==> src/rtl/adda_stream_proc.sv <==
// A/D -> D/A sample path: input register, sample-rate divider, four output modes
// (loopback, boxcar average, ramp, hold), peak tracking and a sticky over-range flag.
module adda_stream_proc #(
  parameter int DATA_W   = 8,
  parameter int AVG_LOG2 = 2,
  parameter int DIV_W    = 8
) (
  input  logic              i_clk,
  input  logic              i_reset_n,
  input  logic [DATA_W-1:0] i_ad_data,
  input  logic [1:0]        i_mode,
  input  logic [DIV_W-1:0]  i_div,
  input  logic [DATA_W-1:0] i_step,
  input  logic              i_peak_clr,
  output logic [DATA_W-1:0] o_da_data,
  output logic              o_da_valid,
  output logic [DATA_W-1:0] o_peak,
  output logic              o_overrange,
  output logic [7:0]        o_led
);

  localparam int ACC_W = DATA_W + AVG_LOG2;
  localparam int CNT_W = (AVG_LOG2 > 0) ? AVG_LOG2 : 1;
  localparam logic [CNT_W-1:0] AVG_LAST = CNT_W'((1 << AVG_LOG2) - 1);

  localparam logic [1:0] MODE_LOOP = 2'd0;
  localparam logic [1:0] MODE_AVG  = 2'd1;
  localparam logic [1:0] MODE_RAMP = 2'd2;
  localparam logic [1:0] MODE_HOLD = 2'd3;

  logic [DATA_W-1:0] ad_q, ad_d;
  logic [DIV_W-1:0]  div_ctr_q, div_ctr_d;
  logic [ACC_W-1:0]  acc_q, acc_d;
  logic [CNT_W-1:0]  avg_cnt_q, avg_cnt_d;
  logic [DATA_W-1:0] da_data_q, da_data_d;
  logic              da_valid_q, da_valid_d;
  logic [DATA_W-1:0] peak_q, peak_d;
  logic              overrange_q, overrange_d;

  logic              strobe;
  logic              sample_extreme;
  logic [ACC_W-1:0]  acc_sum;

  always_comb begin
    ad_d           = i_ad_data;
    // ">=" lets a lowered i_div take effect at once instead of wrapping the counter.
    strobe         = (div_ctr_q >= i_div);
    div_ctr_d      = strobe ? '0 : div_ctr_q + DIV_W'(1);
    sample_extreme = (ad_q == '0) || (ad_q == '1);
    acc_sum        = acc_q + ACC_W'(ad_q);

    da_data_d   = da_data_q;
    da_valid_d  = 1'b0;
    acc_d       = acc_q;
    avg_cnt_d   = avg_cnt_q;
    peak_d      = peak_q;
    overrange_d = overrange_q;

    // Any clock outside average mode discards the partial window.
    if (i_mode != MODE_AVG) begin
      acc_d     = '0;
      avg_cnt_d = '0;
    end

    if (strobe) begin
      case (i_mode)
        MODE_LOOP: begin
          da_data_d  = ad_q;
          da_valid_d = 1'b1;
        end
        MODE_AVG: begin
          if (avg_cnt_q == AVG_LAST) begin
            da_data_d  = DATA_W'(acc_sum >> AVG_LOG2);
            da_valid_d = 1'b1;
            acc_d      = '0;
            avg_cnt_d  = '0;
          end else begin
            acc_d     = acc_sum;
            avg_cnt_d = avg_cnt_q + CNT_W'(1);
          end
        end
        MODE_RAMP: begin
          da_data_d  = da_data_q + i_step;
          da_valid_d = 1'b1;
        end
        MODE_HOLD: begin
          da_data_d = da_data_q;
        end
        default: begin
          da_data_d = da_data_q;
        end
      endcase
    end

    // A clear coinciding with a strobe restarts tracking from that sample.
    if (i_peak_clr && strobe) begin
      peak_d      = ad_q;
      overrange_d = sample_extreme;
    end else if (i_peak_clr) begin
      peak_d      = '0;
      overrange_d = 1'b0;
    end else if (strobe) begin
      if (ad_q > peak_q) peak_d = ad_q;
      if (sample_extreme) overrange_d = 1'b1;
    end
  end

  always_ff @(posedge i_clk or negedge i_reset_n) begin
    if (!i_reset_n) begin
      ad_q        <= '0;
      div_ctr_q   <= '0;
      acc_q       <= '0;
      avg_cnt_q   <= '0;
      da_data_q   <= '0;
      da_valid_q  <= 1'b0;
      peak_q      <= '0;
      overrange_q <= 1'b0;
    end else begin
      ad_q        <= ad_d;
      div_ctr_q   <= div_ctr_d;
      acc_q       <= acc_d;
      avg_cnt_q   <= avg_cnt_d;
      da_data_q   <= da_data_d;
      da_valid_q  <= da_valid_d;
      peak_q      <= peak_d;
      overrange_q <= overrange_d;
    end
  end

  // o_da_valid is a one-cycle qualifier with no back-pressure: the DAC side
  // must take o_da_data on the cycle o_da_valid is high.
  assign o_da_data   = da_data_q;
  assign o_da_valid  = da_valid_q;
  assign o_peak      = peak_q;
  assign o_overrange = overrange_q;

  generate
    if (DATA_W >= 8) begin : g_led_msb
      assign o_led = da_data_q[DATA_W-1 -: 8];
    end else begin : g_led_pad
      assign o_led = {{(8 - DATA_W){1'b0}}, da_data_q};
    end
  endgenerate

endmodule

==> config.mk <==
export PLATFORM = sky130hd
export DESIGN_NAME = adda_stream_proc
export DESIGN_NICKNAME = d
export VERILOG_FILES = /design/src/rtl/adda_stream_proc.sv
export SDC_FILE = /design/constraint.sdc
export NUM_CORES = 1
export LEC_CHECK = 0
export CAP_MARGIN = 20
export CORE_ASPECT_RATIO = 0.5
export CORE_MARGIN = 4
export CORE_UTILIZATION = 65
export CTS_CLUSTER_DIAMETER = 80
export DETAILED_ROUTE_END_ITERATION = 10
export DONT_BUFFER_PORTS = 1
export HOLD_SLACK_MARGIN = 0.12
export PLACE_DENSITY = 0.8
export SLEW_MARGIN = 20
export SYNTH_ARGS = -nofsm -noshare
export SYNTH_HDL_FRONTEND = slang
export SYNTH_SLANG_ARGS = --single-unit
export TNS_END_PERCENT = 100
==> constraint.sdc <==
create_clock -name i_clk -period 4.8 [get_ports i_clk]
set_clock_uncertainty 0.15 [all_clocks]
set_input_delay 0.72 -clock i_clk [delete_from_list [all_inputs] [get_ports i_clk]]
set_output_delay 0.72 -clock i_clk [all_outputs]
set_load 0.01 [all_outputs]
---- Word level (Yosys, flattened, before mapping) ----
Index checks and enable logic that the tools add are counted.
word-level totals
  flip-flop bits (word level) ............. 46
  latch bits .............................. 0
  memory bits (writable) .................. 0
  ROM bits ................................ 0
  input port bits ......................... 29
  memories kept ........................... 0
cells by class
  $add $sub $neg .......................... 4
  multiply operators ...................... 0
  div/mod/pow operators ................... 0
  order comparisons ....................... 2
  equality and inequality tests ........... 7
  shift operators ......................... 0
  mux-type cells .......................... 22
  bitwise logic cells ..................... 1
  reduce and logical (&&, ||, !) cells .... 11
operator list
  cell                 count
  $mux 8               6
  $mux 10              4
  $pmux 8 s3           1
  $add 10x8->10        1
  $reduce_bool 3->1    3
  $add 8x1->8 const B  1
  $add 8x8->8          1
  $eq 8x8->1 const B   1
  $ge 8x8->1           1
  $gt 8x8->1           1
  $logic_not 8->1      1
  $mux 2               4
  $eq 2x2->1 const B   3
  $mux 1               6
  $reduce_and 2->1     2
  $reduce_and 3->1     1
  $add 2x1->2 const B  1
  $eq 2x1->1 const B   1
  $logic_not 2->1      1
  $ne 2x1->1 const B   1
  $ne 2x2->1 const B   1
  $pmux 1 s2           1
  $reduce_or 2->1      1
  $logic_and 1x1->1    1
  other kinds (2)      2

---- Depth between registers and ports, before layout ----
  depth in word-level cells ............... 6
  mapped depth ............................ 10

---- Least setup slack after synthesis ----
Ideal clock, no wire load.
  path kind ............................... input to register
  start point ............................. in i_div[0]
  end point ............................... reg da_data_q[7], in the netlist o_da_data[7]
  library setup time ...................... 0.121 ns
  arrival ................................. 2.358 ns
  setup slack ............................. 2.171 ns
  stages on the path ...................... 8
  path buffers ............................ 2
  path through ............................ ha_1 nor2b_4 o21ai_2 a41oi_2 or4_1 buf_2 buf_6 a22o_1
on the way
  word-level cells in the longest chain between the ends .. 2
ends and longest elaborated chain
  what                               RTL line  text
  start, declared                    12        input logic [DIV_W-1:0] i_div,
  $ge 8x8->1                         47        strobe = (div_ctr_q >= i_div);
  $reduce_and 3->1 (no source line)  --
  end signal, assigned               123       da_data_q <= da_data_d;
  end, declared                      35        logic [DATA_W-1:0] da_data_q, da_data_d;
Every way passes these cells.
A chain may end at the register's enable or synchronous reset.

---- Worst setup path after layout ----
  start point ............................. reg div_ctr_q[0]
  end point ............................... reg da_data_q[4], in the netlist o_da_data[4]
on the way
  word-level cells in the longest chain between the ends .. 2
ends and longest elaborated chain
  what                               RTL line  text
  start, declared                    32        logic [DIV_W-1:0] div_ctr_q, div_ctr_d;
  start signal, assigned             120       div_ctr_q <= div_ctr_d;
  $ge 8x8->1                         47
  $reduce_and 3->1 (no source line)  --
Every way passes these cells.

==> impl_metrics.csv <==
group,metric,value,unit
placement,dpl.hpwl,4960,microns
detailed_routing,vias_per_cell,6.26,
final_layout,fillerInstances,366,
yosys,netlist_instances,326,
detailed_routing,ant_nets,0,
placement,gp_congestion,0.811,
yosys,synth-main-ff-cell,"dfrtp_1",
yosys,yosysTopAreaCell,"dfrtp_1",
sta,finalCritPeriodShare,55.9,%
yosys,ys_top_cells_by_area,"dfrtp_1 37%, ha_1 15%, a22o_1 5.0%",
global_routing,overflow,0,
placement,place_ws,1860,ps
yosys,synth-simple-area-share,13.1,%
yosys,netlist_area,0.00315,sq mm
placement,numPortBuffers,0,
flow_run,cap_violations,0,
worst_setup_path,worstPathArrival,2730,ps
clock_network,clk_pin_slew,90,ps
clock_network,cts_root_buf,"clkbuf_8",
floorplan,die_w,106,microns
yosys,synth-seq-cells,46,
yosys,synth_top_area_share,36.5,%
power,powerDensity,460,mW/mm^2
detailed_routing,drt_iter0_drc,105,
min_path,hold_path.class,"primary input to register",
yosys,synth-xor-area-share,3.89,%
detailed_routing,wirelength,6550,microns
yosys,synth_nets,394,
floorplan,initial_core_util,69.6,%
yosys,synth_cell_types,52,
worst_setup_path,cp-start-kind,"register",
global_routing,grt_pass1_wl,11600,microns
power,p_leak,1.60,nW
sta,holdWs,279,ps
clock_network,htree_levels,2,
clock_network,clock_sinks,46,
clock_network,clockBufferDepth,2,
global_routing,grt_pass1_vias,2506,
yosys,synthArstFlopShare,100,%
final_layout,layout-drive-gt1-share,5.92,%
final_layout,area_delta_synth_final,4.21,%
power,irDropWorstVdd,289,uV
global_routing,grt.total_usage,23.8,%
yosys,muxShareOfSynthArea,2.30,%
yosys,synth_compound_area_share,22.1,%
clock_network,clock_latency,310,ps
final_layout,antenna_cells,0,
floorplan,core-area,0.00453,sq mm
sta,setup_slack,2110,ps
sta,worst_pin_slew,839,ps
floorplan,die-area,0.00609,sq mm
clock_network,cts_setup_buffers,0,
sta,tns,0,ps
worst_setup_path,crit_type,"register to register",
worst_setup_path,worst_setup_path_end_kind,"register",
global_routing,antenna_found_initial,0,
floorplan,die_y,57.2,microns
detailed_routing,route.vias.total,2423,
sta,rsz0062_at_grt,"no",
floorplan,row_count,17,
yosys,syn_area_per_cell,9.67,sq um
worst_setup_path,crit_fanout,15,
sta,final.min_clock_period,2690,ps
detailed_routing,drc,0,
yosys,ys.warnings.count,0,
detailed_routing,routedWlPerCell,16.9,microns
clock_network,cts_buffers,5,
yosys,synth_top_family_by_area,"compound AO/OA/AOI/OAI gates",
worst_setup_path,crit_required,4840,ps
floorplan,num_io_pins,55,
run_status,outcome,"complete, no violations",
yosys,synth_most_common_cell,"dfrtp_1",
yosys,synthAdderAreaFrac,16.0,%
yosys,synth_common_cells,"46 x dfrtp_1, 37 x ha_1, 34 x nor2_1",
sta,hold_viol_final,0,
sta,drv_slew,0,
final_layout,layout.nets,388,
clock_network,cts_tree,"yes",
yosys,ys_seq_area_share,36.5,%
sta,fmax,372,MHz
yosys,synth_edf_count,0,
detailed_routing,drt_pass1_iterations,4,
sta,setup_viol,0,
sta,maxSlewHeadroom,43.6,%
global_routing,grt_max_degree,47,
kinds of logic after synthesis:
kind of cell / count (synthesis)
compound gates: 95
simple gates: 84
flops: 46
buf+inv: 41
fa+ha+maj: 39
xor+xnor: 14
mux: 7
repair_timing:
action / in CTS / in global routing
hold endpoints to repair: 46 / 0
gates resized for setup: 0 / 0
hold buffers: 2 / 0
state kept, by name, indices dropped and copies added, names as in the netlist:
register     flops
o_overrange      1
o_peak           8
o_da_data        8
o_da_valid       1
ad_q             8
avg_cnt_q        2
acc_q           10
div_ctr_q        8
cell type report:
type	count	area, sq um	share of cell area, %
multi-input combinational	239	1810	55.0
sequential	46	1150	35.0
clock buffer	7	96.3	2.93
inverter	25	93.8	2.86
tap	66	82.6	2.51
timing repair buffer	3	45.0	1.37
clock inverter	1	8.76	0.267
layer usage:
layer  up-vias  track usage, %  part of all wire (%)
met5         -               0                     0
met4         0            6.19                  0.84
met3         7            5.42                   4.2
met2        49            40.6                    48
met1      1193            31.3                    47
li1       1174               -                     -
critical path, cell delays in order (launching register included):
cell and delay (ps):
dfrtp_1 440, inv_1 70, ha_1 320, nor2b_4 50
o21ai_2 140, a41oi_2 180, or4_1 820, mux2_1 410
path summary, 6_finish.rpt:
check,start,endpoint,slack [ps],cells past startpoint
setup / recovery,div_ctr_q[0],o_da_data[4],2110,7
min in group asynchronous,i_reset_n,ad_q[5],750,2
hold / removal,i_ad_data[5],ad_q[5],280,0
max in group asynchronous,i_reset_n,div_ctr_q[5],3540,2
hold reg to reg,acc_q[4],acc_q[4],370,1
setup reg to reg,div_ctr_q[0],o_da_data[4],2110,7
layout by cell type, fill, tap and decap left out, drive strengths merged, types with 9 or more instances in the layout:
master,n
a211oi,10
a21o,9
a21oi,19
a22o,18
dfrtp,46
ha,37
inv,24
nand2,15
nor2,34
o21ai,15
xor2,9
where the power goes:
group          switching, W  leakage [nW]  internal [W]
Sequential         0.000156         0.602      0.000480
Combinational      0.000335         0.947      0.000275
Clock              0.000133        0.0544      0.000132
Total              0.000624          1.60      0.000886
through the flow:
step,power (W),util (%),std cells,instance area [sq um]
after floorplan,0.00114,-,326,3150
after global placement,0.00120,69.3,377,3140
after detailed placement,0.00124,69.3,377,3140
after CTS,0.00152,72.5,387,3280
after global routing,0.00164,72.5,387,3280
final,0.00151,72.5,387,3280
(Power assumes the default switching activity.)
